## src/rtl/mem_access.sv

```systemverilog
// Memory-access stage: load/store over a multi-cycle data bus,
// with lane alignment, sign/zero extension and pipeline hold.
module mem_access #(
  parameter int         TIMEOUT  = 255,
  parameter logic [7:0] LOAD_OP  = 8'h01,
  parameter logic [7:0] STORE_OP = 8'h02
) (
  input  logic        clk,
  input  logic        rst,
  input  logic [5:0]  stall,
  input  logic [4:0]  ex_wd,
  input  logic        ex_wreg,
  input  logic [31:0] ex_wdata,
  input  logic [7:0]  ex_aluop,
  input  logic [2:0]  ex_alufun3,
  input  logic [31:0] ex_mem_addr,
  input  logic [31:0] ex_reg2,
  output logic [4:0]  wd_o,
  output logic        wreg_o,
  output logic [31:0] wdata_o,
  output logic        stallreq,
  output logic        bus_req,
  output logic        bus_we,
  output logic [31:0] bus_addr,
  output logic [3:0]  bus_sel,
  output logic [31:0] bus_wdata,
  input  logic        bus_ack,
  input  logic [31:0] bus_rdata,
  output logic        misalign_o,
  output logic        bus_err_o
);

  typedef enum logic [1:0] {IDLE, BUSY, DONE} state_t;

  state_t      state;
  logic [7:0]  cnt;
  logic [31:0] result;
  logic [1:0]  off_q;
  logic [2:0]  f3_q;
  logic        ld_q;
  logic        err_q;

  logic        is_ld, is_st, is_mem, aligned;
  logic [3:0]  sel_n;
  logic [31:0] wdat_n;
  logic [31:0] sh;
  logic [31:0] ext;
  logic        unused;

  assign unused = ^{stall[5], stall[3:0]};

  assign is_ld  = ex_aluop == LOAD_OP;
  assign is_st  = ex_aluop == STORE_OP;
  assign is_mem = is_ld | is_st;

  always_comb begin
    aligned = 1'b0;
    sel_n   = 4'b1111;
    wdat_n  = ex_reg2;
    case (ex_alufun3[1:0])
      2'b00: begin
        aligned = 1'b1;
        sel_n   = 4'b0001 << ex_mem_addr[1:0];
        wdat_n  = {4{ex_reg2[7:0]}};
      end
      2'b01: begin
        aligned = ~ex_mem_addr[0];
        sel_n   = ex_mem_addr[1] ? 4'b1100 : 4'b0011;
        wdat_n  = {2{ex_reg2[15:0]}};
      end
      2'b10: aligned = ex_mem_addr[1:0] == 2'b00;
      default: aligned = 1'b0;
    endcase
  end

  // Shift the addressed lane down to bit 0, then extend per funct3[2]
  assign sh = bus_rdata >> {off_q, 3'b000};

  always_comb begin
    ext = bus_rdata;
    case (f3_q[1:0])
      2'b00: ext = f3_q[2] ? {24'h0, sh[7:0]}
                           : {{24{sh[7]}}, sh[7:0]};
      2'b01: ext = f3_q[2] ? {16'h0, sh[15:0]}
                           : {{16{sh[15]}}, sh[15:0]};
      default: ext = bus_rdata;
    endcase
  end

  always_ff @(posedge clk) begin
    if (rst) begin
      state     <= IDLE;
      bus_req   <= 1'b0;
      bus_we    <= 1'b0;
      bus_addr  <= '0;
      bus_sel   <= '0;
      bus_wdata <= '0;
      cnt       <= '0;
      result    <= '0;
      off_q     <= '0;
      f3_q      <= '0;
      ld_q      <= 1'b0;
      err_q     <= 1'b0;
      bus_err_o <= 1'b0;
    end else begin
      bus_err_o <= 1'b0;
      case (state)
        IDLE: if (is_mem && aligned) begin
          state     <= BUSY;
          bus_req   <= 1'b1;
          bus_we    <= is_st;
          bus_addr  <= {ex_mem_addr[31:2], 2'b00};
          bus_sel   <= sel_n;
          bus_wdata <= wdat_n;
          cnt       <= '0;
          off_q     <= ex_mem_addr[1:0];
          f3_q      <= ex_alufun3;
          ld_q      <= is_ld;
          err_q     <= 1'b0;
        end
        BUSY: if (bus_ack) begin
          state   <= DONE;
          bus_req <= 1'b0;
          bus_we  <= 1'b0;
          result  <= ext;
        end else if (cnt == 8'(TIMEOUT - 1)) begin
          state     <= DONE;
          bus_req   <= 1'b0;
          bus_we    <= 1'b0;
          result    <= '0;
          err_q     <= 1'b1;
          bus_err_o <= 1'b1;
        end else begin
          cnt <= cnt + 8'd1;
        end
        DONE: if (!stall[4]) state <= IDLE;
        default: state <= IDLE;
      endcase
    end
  end

  assign misalign_o = !rst && state == IDLE && is_mem && !aligned;

  always_comb begin
    wd_o     = '0;
    wreg_o   = 1'b0;
    wdata_o  = '0;
    stallreq = 1'b0;
    if (!rst) begin
      wd_o = ex_wd;
      case (state)
        IDLE: begin
          wreg_o   = ex_wreg & ~is_mem;
          wdata_o  = ex_wdata;
          stallreq = is_mem & aligned;
        end
        BUSY: begin
          wdata_o  = ex_wdata;
          stallreq = 1'b1;
        end
        DONE: begin
          wreg_o  = ex_wreg & ld_q & ~err_q;
          wdata_o = result;
        end
        default: ;
      endcase
    end
  end

endmodule
```

## config.mk

```make
export PLATFORM = sky130hd
export DESIGN_NAME = mem_access
export DESIGN_NICKNAME = d
export VERILOG_FILES = /design/src/rtl/mem_access.sv
export SDC_FILE = /design/constraint.sdc
export NUM_CORES = 1
export LEC_CHECK = 0
export CAP_MARGIN = 20
export CORE_ASPECT_RATIO = 1.1
export CORE_UTILIZATION = 43
export CTS_CLUSTER_SIZE = 14
export DETAILED_ROUTE_END_ITERATION = 16
export PLACE_DENSITY = 0.8
export SYNTH_ARGS = -nofsm -noshare
export SYNTH_HDL_FRONTEND = slang
export SYNTH_SLANG_ARGS = --single-unit
```

## constraint.sdc

```tcl
create_clock -name clk -period 3.2 [get_ports clk]
set_input_delay 0.64 -clock clk [delete_from_list [all_inputs] [get_ports clk]]
set_output_delay 0.64 -clock clk [all_outputs]
set_load 0.02 [all_outputs]
```

==> results.py <==
metrics = {
    "critical_path": {
        "critical_path_cell_by_cell": "clkdlybuf4s50_1, or4_4, buf_4, nor3_4, buf_4, nor2_1, dlygate4sd2_1",
        "critical_path_required_ps": 2560,
        "reg2reg_slack_ps": 800,
        "critical_path.startpoint_type": "input port",
        "cp_common_cell": "sky130_fd_sc_hd__buf_4",
        "crit_path_dat_ps": 2510,
        "crit_type": "input port to primary output",
        "critPathCaptureType": "primary output",
        "slowest_stage": "sky130_fd_sc_hd__or4_4",
        "path_depth": 7,
        "crit_path_start": "ex_aluop[3]",
        "timing.rr.start": "state[1]",
        "cp_slowest_stage_delay_ps": 540,
        "setup.worst_path.end": "wreg_o",
        "regToRegEndpoint": "bus_we",
        "critical_path_peak_fanout": 3,
        "rr_worst_depth": 7,
        "crit_family": "buffers and inverters",
        "cp_num_buf_inv": 4,
    },
    "yosys": {
        "yosysWarnings": 0,
        "synthesis.area_per_instance_um2": 8.25,
        "mappedNetlistArea_um2": 6190,
        "synth_edf_count": 0,
        "synth_cells": 751,
        "synth-seq-area-share": 0.381,
        "synth-seq-cells": 118,
        "flip_flop_cell_with_the_highest_count_after_synthesis": "sky130_fd_sc_hd__dfxtp_1",
        "netlist-cell-type-count": 61,
        "postSynth.asyncResetShare": 0,
    },
    "floorplan": {
        "die-width_um": 116,
        "initial_core_util": 0.445,
        "core_region_area_um2": 13900,
        "die_h_um": 128,
        "design.die.area_um2": 14900,
        "placement_rows": 45,
        "floorplan.io_pins": 265,
    },
    "sta": {
        "timing.final.setup_violations": 0,
        "timing_max_transition_violations_final": 0,
        "totalNegativeSetupSlack_ps": 0,
        "rsz0062_at_grt": "false",
        "slew-limit-headroom": 0.471,
        "post-route-min-period_ps": 3150,
        "fin_crit_sh": 0.984,
        "max_freq_ghz": 0.317,
        "timing_worst_slew_pin_value_ps": 792,
        "hold_viol": 0,
        "final.setup_skew_ps": 6.14,
        "final.setup.worst_slack_ps": 50.2,
    },
    "routing": {
        "detail-route-antenna-nets": 0,
        "drt_drc_violations_left": 0,
        "drt-pass1-iter-count": 5,
        "drt-vias-per-instance": 5.60,
        "num_vias": 6610,
        "drtIter0Drc": 433,
        "route.final.wire_length_um": 20800,
        "detail_route.wl_per_cell_um": 17.6,
    },
    "cells_and_area": {
        "post-route-cell-area_um2": 9500,
        "finalNetCount": 1136,
        "diodes": 0,
        "final_layout_size_suffix_gt1_frac": 0.0826,
        "area.growth.synth_to_final_pct": 53.4,
        "layout.filler_cells": 1191,
    },
    "clocking": {
        "cts_post_setup_buffers_inserted": 0,
        "clock-root-buffer": "sky130_fd_sc_hd__clkbuf_16",
        "clk_pin_slew_worst_paths_ps": 50,
        "cts_made_buffers": 17,
        "h-tree-depth": 4,
        "clk_path_buf_depth": 2,
        "number_of_hold_repair_buffers_added_at_the_cts_stage": 0,
        "cts_tree": "built",
        "worstSkewPairLatency_ps": 420,
        "numClockSinks": 118,
        "post_cts_resize_count": 7,
    },
    "pwr": {
        "irDropWorstVdd_mv": 0.308,
        "leak_nw": 3.30,
        "power.density_cell_area_nw_per_um2": 397,
    },
    "global_routing": {
        "first_global_vias": 6184,
        "grt_use_total": 0.283,
        "antenna_violations_before_repair": 0,
        "grt_first_pass_wirelength_um": 32300,
        "total_global_routing_overflow": 0,
        "grt_max_degree": 71,
    },
    "run_status": {
        "run_status": "complete, no violations",
    },
    "placed_design": {
        "dpl_worst_slack_ps": -301,
        "port_buffers": 257,
        "dp_hpwl_um": 14300,
        "placedInstanceArea_um2": 8920,
        "place_congestion": 0.870,
    },
    "flow_run": {
        "cap_viol_max_count": 0,
    },
    "worst_hold_path": {
        "hold_path_class": "flip-flop to flip-flop",
    },
}
routing by layer:
layer | GRT usage | vias up | part of all wire | routed length [µm]
met1 | 0.326 | 3063 | 0.40 | 8240
li1 | - | 3227 | - | -
met2 | 0.460 | 283 | 0.48 | 9920
met4 | 0.140 | 0 | 0.033 | 686
met5 | 0 | - | 0 | 0
met3 | 0.100 | 37 | 0.094 | 1970
cell usage in the layout (no fill, tap or decap), types with 9 or more instances in the layout:
cell type	Yosys	routed
sky130_fd_sc_hd__clkdlybuf4s50_1	0	253
sky130_fd_sc_hd__mux2i_1	27	27
sky130_fd_sc_hd__a221o_1	18	18
sky130_fd_sc_hd__clkbuf_16	0	17
sky130_fd_sc_hd__buf_4	4	28
sky130_fd_sc_hd__inv_1	18	18
sky130_fd_sc_hd__o21ai_0	67	67
sky130_fd_sc_hd__a21oi_1	112	111
sky130_fd_sc_hd__o221ai_1	13	13
sky130_fd_sc_hd__nand3_1	48	48
sky130_fd_sc_hd__dfxtp_1	118	117
sky130_fd_sc_hd__nand3b_1	37	37
sky130_fd_sc_hd__nand2_1	39	39
sky130_fd_sc_hd__nor2_1	9	9
sky130_fd_sc_hd__nor2b_1	10	10
sky130_fd_sc_hd__a211oi_1	12	12
sky130_fd_sc_hd__nand2b_1	48	48
sky130_fd_sc_hd__o21ai_1	10	10
how the worst min path moves through the flow:
stage | from | end | slack (ps) | depth (start not counted)
3_5_place_dp | err_q | err_q | 440 | 1
3_3_place_gp | err_q | err_q | 440 | 1
4_1_cts | err_q | err_q | 450 | 1
5_1_grt | err_q | err_q | 470 | 1
2_1_floorplan | err_q | err_q | 420 | 1
6_report | err_q | err_q | 450 | 1
cells by family (layout without fill, tap and decap cells):
| family | Yosys count | in the layout | share of synthesized area |
|---|---|---|---|
| other | 1 | 2 | 0.000605 |
| AO/OA/AOI/OAI | 277 | 277 | 0.279 |
| AND/OR/NAND/NOR | 226 | 226 | 0.217 |
| adder cells (fa/ha/maj) | 2 | 2 | 0.00404 |
| buffers and inverters | 96 | 337 | 0.0659 |
| multiplexers | 29 | 29 | 0.0491 |
| XOR/XNOR | 2 | 2 | 0.00283 |
| flip-flops | 118 | 118 | 0.381 |
flip-flops by register name (all words and copies together), names as in the netlist, 2 cells and up:
name and flops:
bus_addr 30, bus_sel 4, bus_wdata 32, cnt 8, f3_q 3, off_q 2, result 32, state 2
cells in the mapped netlist (2+ instances only):
cell,number,area share
sky130_fd_sc_hd__nor2_1,9,0.0055
sky130_fd_sc_hd__a21oi_1,112,0.091
sky130_fd_sc_hd__nand2b_1,48,0.048
sky130_fd_sc_hd__or2_2,2,0.0020
sky130_fd_sc_hd__a21o_1,5,0.0061
sky130_fd_sc_hd__ha_1,2,0.0040
sky130_fd_sc_hd__a311oi_1,8,0.011
sky130_fd_sc_hd__or4b_1,8,0.013
sky130_fd_sc_hd__clkbuf_1,55,0.033
sky130_fd_sc_hd__o32ai_1,2,0.0028
sky130_fd_sc_hd__nand2_1,39,0.024
sky130_fd_sc_hd__a221o_1,18,0.029
sky130_fd_sc_hd__mux2i_1,27,0.044
sky130_fd_sc_hd__nand3_1,48,0.039
sky130_fd_sc_hd__o21bai_1,2,0.0024
sky130_fd_sc_hd__nand3b_1,37,0.045
sky130_fd_sc_hd__o211a_1,7,0.011
sky130_fd_sc_hd__o221ai_1,13,0.018
sky130_fd_sc_hd__o21ai_1,10,0.0081
sky130_fd_sc_hd__dfxtp_1,118,0.38
sky130_fd_sc_hd__a2bb2oi_1,6,0.0085
sky130_fd_sc_hd__nor3_1,5,0.0040
sky130_fd_sc_hd__buf_6,2,0.0036
sky130_fd_sc_hd__or3_1,5,0.0051
sky130_fd_sc_hd__o22ai_1,2,0.0020
sky130_fd_sc_hd__buf_4,4,0.0048
sky130_fd_sc_hd__inv_1,18,0.011
sky130_fd_sc_hd__buf_2,14,0.011
sky130_fd_sc_hd__a211oi_1,12,0.015
sky130_fd_sc_hd__nor3b_1,2,0.0024
sky130_fd_sc_hd__o211ai_1,4,0.0048
sky130_fd_sc_hd__nor2b_1,10,0.010
sky130_fd_sc_hd__buf_1,3,0.0018
sky130_fd_sc_hd__o21ai_0,67,0.054
area by class of cell:
cell class                 instances  area, µm²  share of cell area
timing repair buffer             287       2830               0.298
clock buffer                      17        425              0.0448
inverter                          18       67.6             0.00711
multi-input combinational        538       3440               0.363
tap                              188        235              0.0248
clock inverter                    15        135              0.0142
sequential                       118       2360               0.249
where the power goes:
group	internal (W)	leakage (nW)	switching (W)
Combinational	0.000273	2.10	0.000235
Sequential	0.00147	0.951	0.00000210
Clock	0.00106	0.249	0.000728
metrics by stage:
| stage | utilization | power (W) | hold WS (ps) | std cells |
|---|---|---|---|---|
| final | 0.683 | 0.00378 | 449 | 1181 |
| after global placement | 0.641 | 0.00201 | 439 | 1147 |
| after CTS | 0.681 | 0.00380 | 451 | 1179 |
| after floorplan | - | 0.00170 | 421 | 752 |
| after global routing | 0.683 | 0.00391 | 471 | 1181 |
| after detailed placement | 0.641 | 0.00201 | 438 | 1147 |
Note: power is estimated with default switching activity, not from simulation.
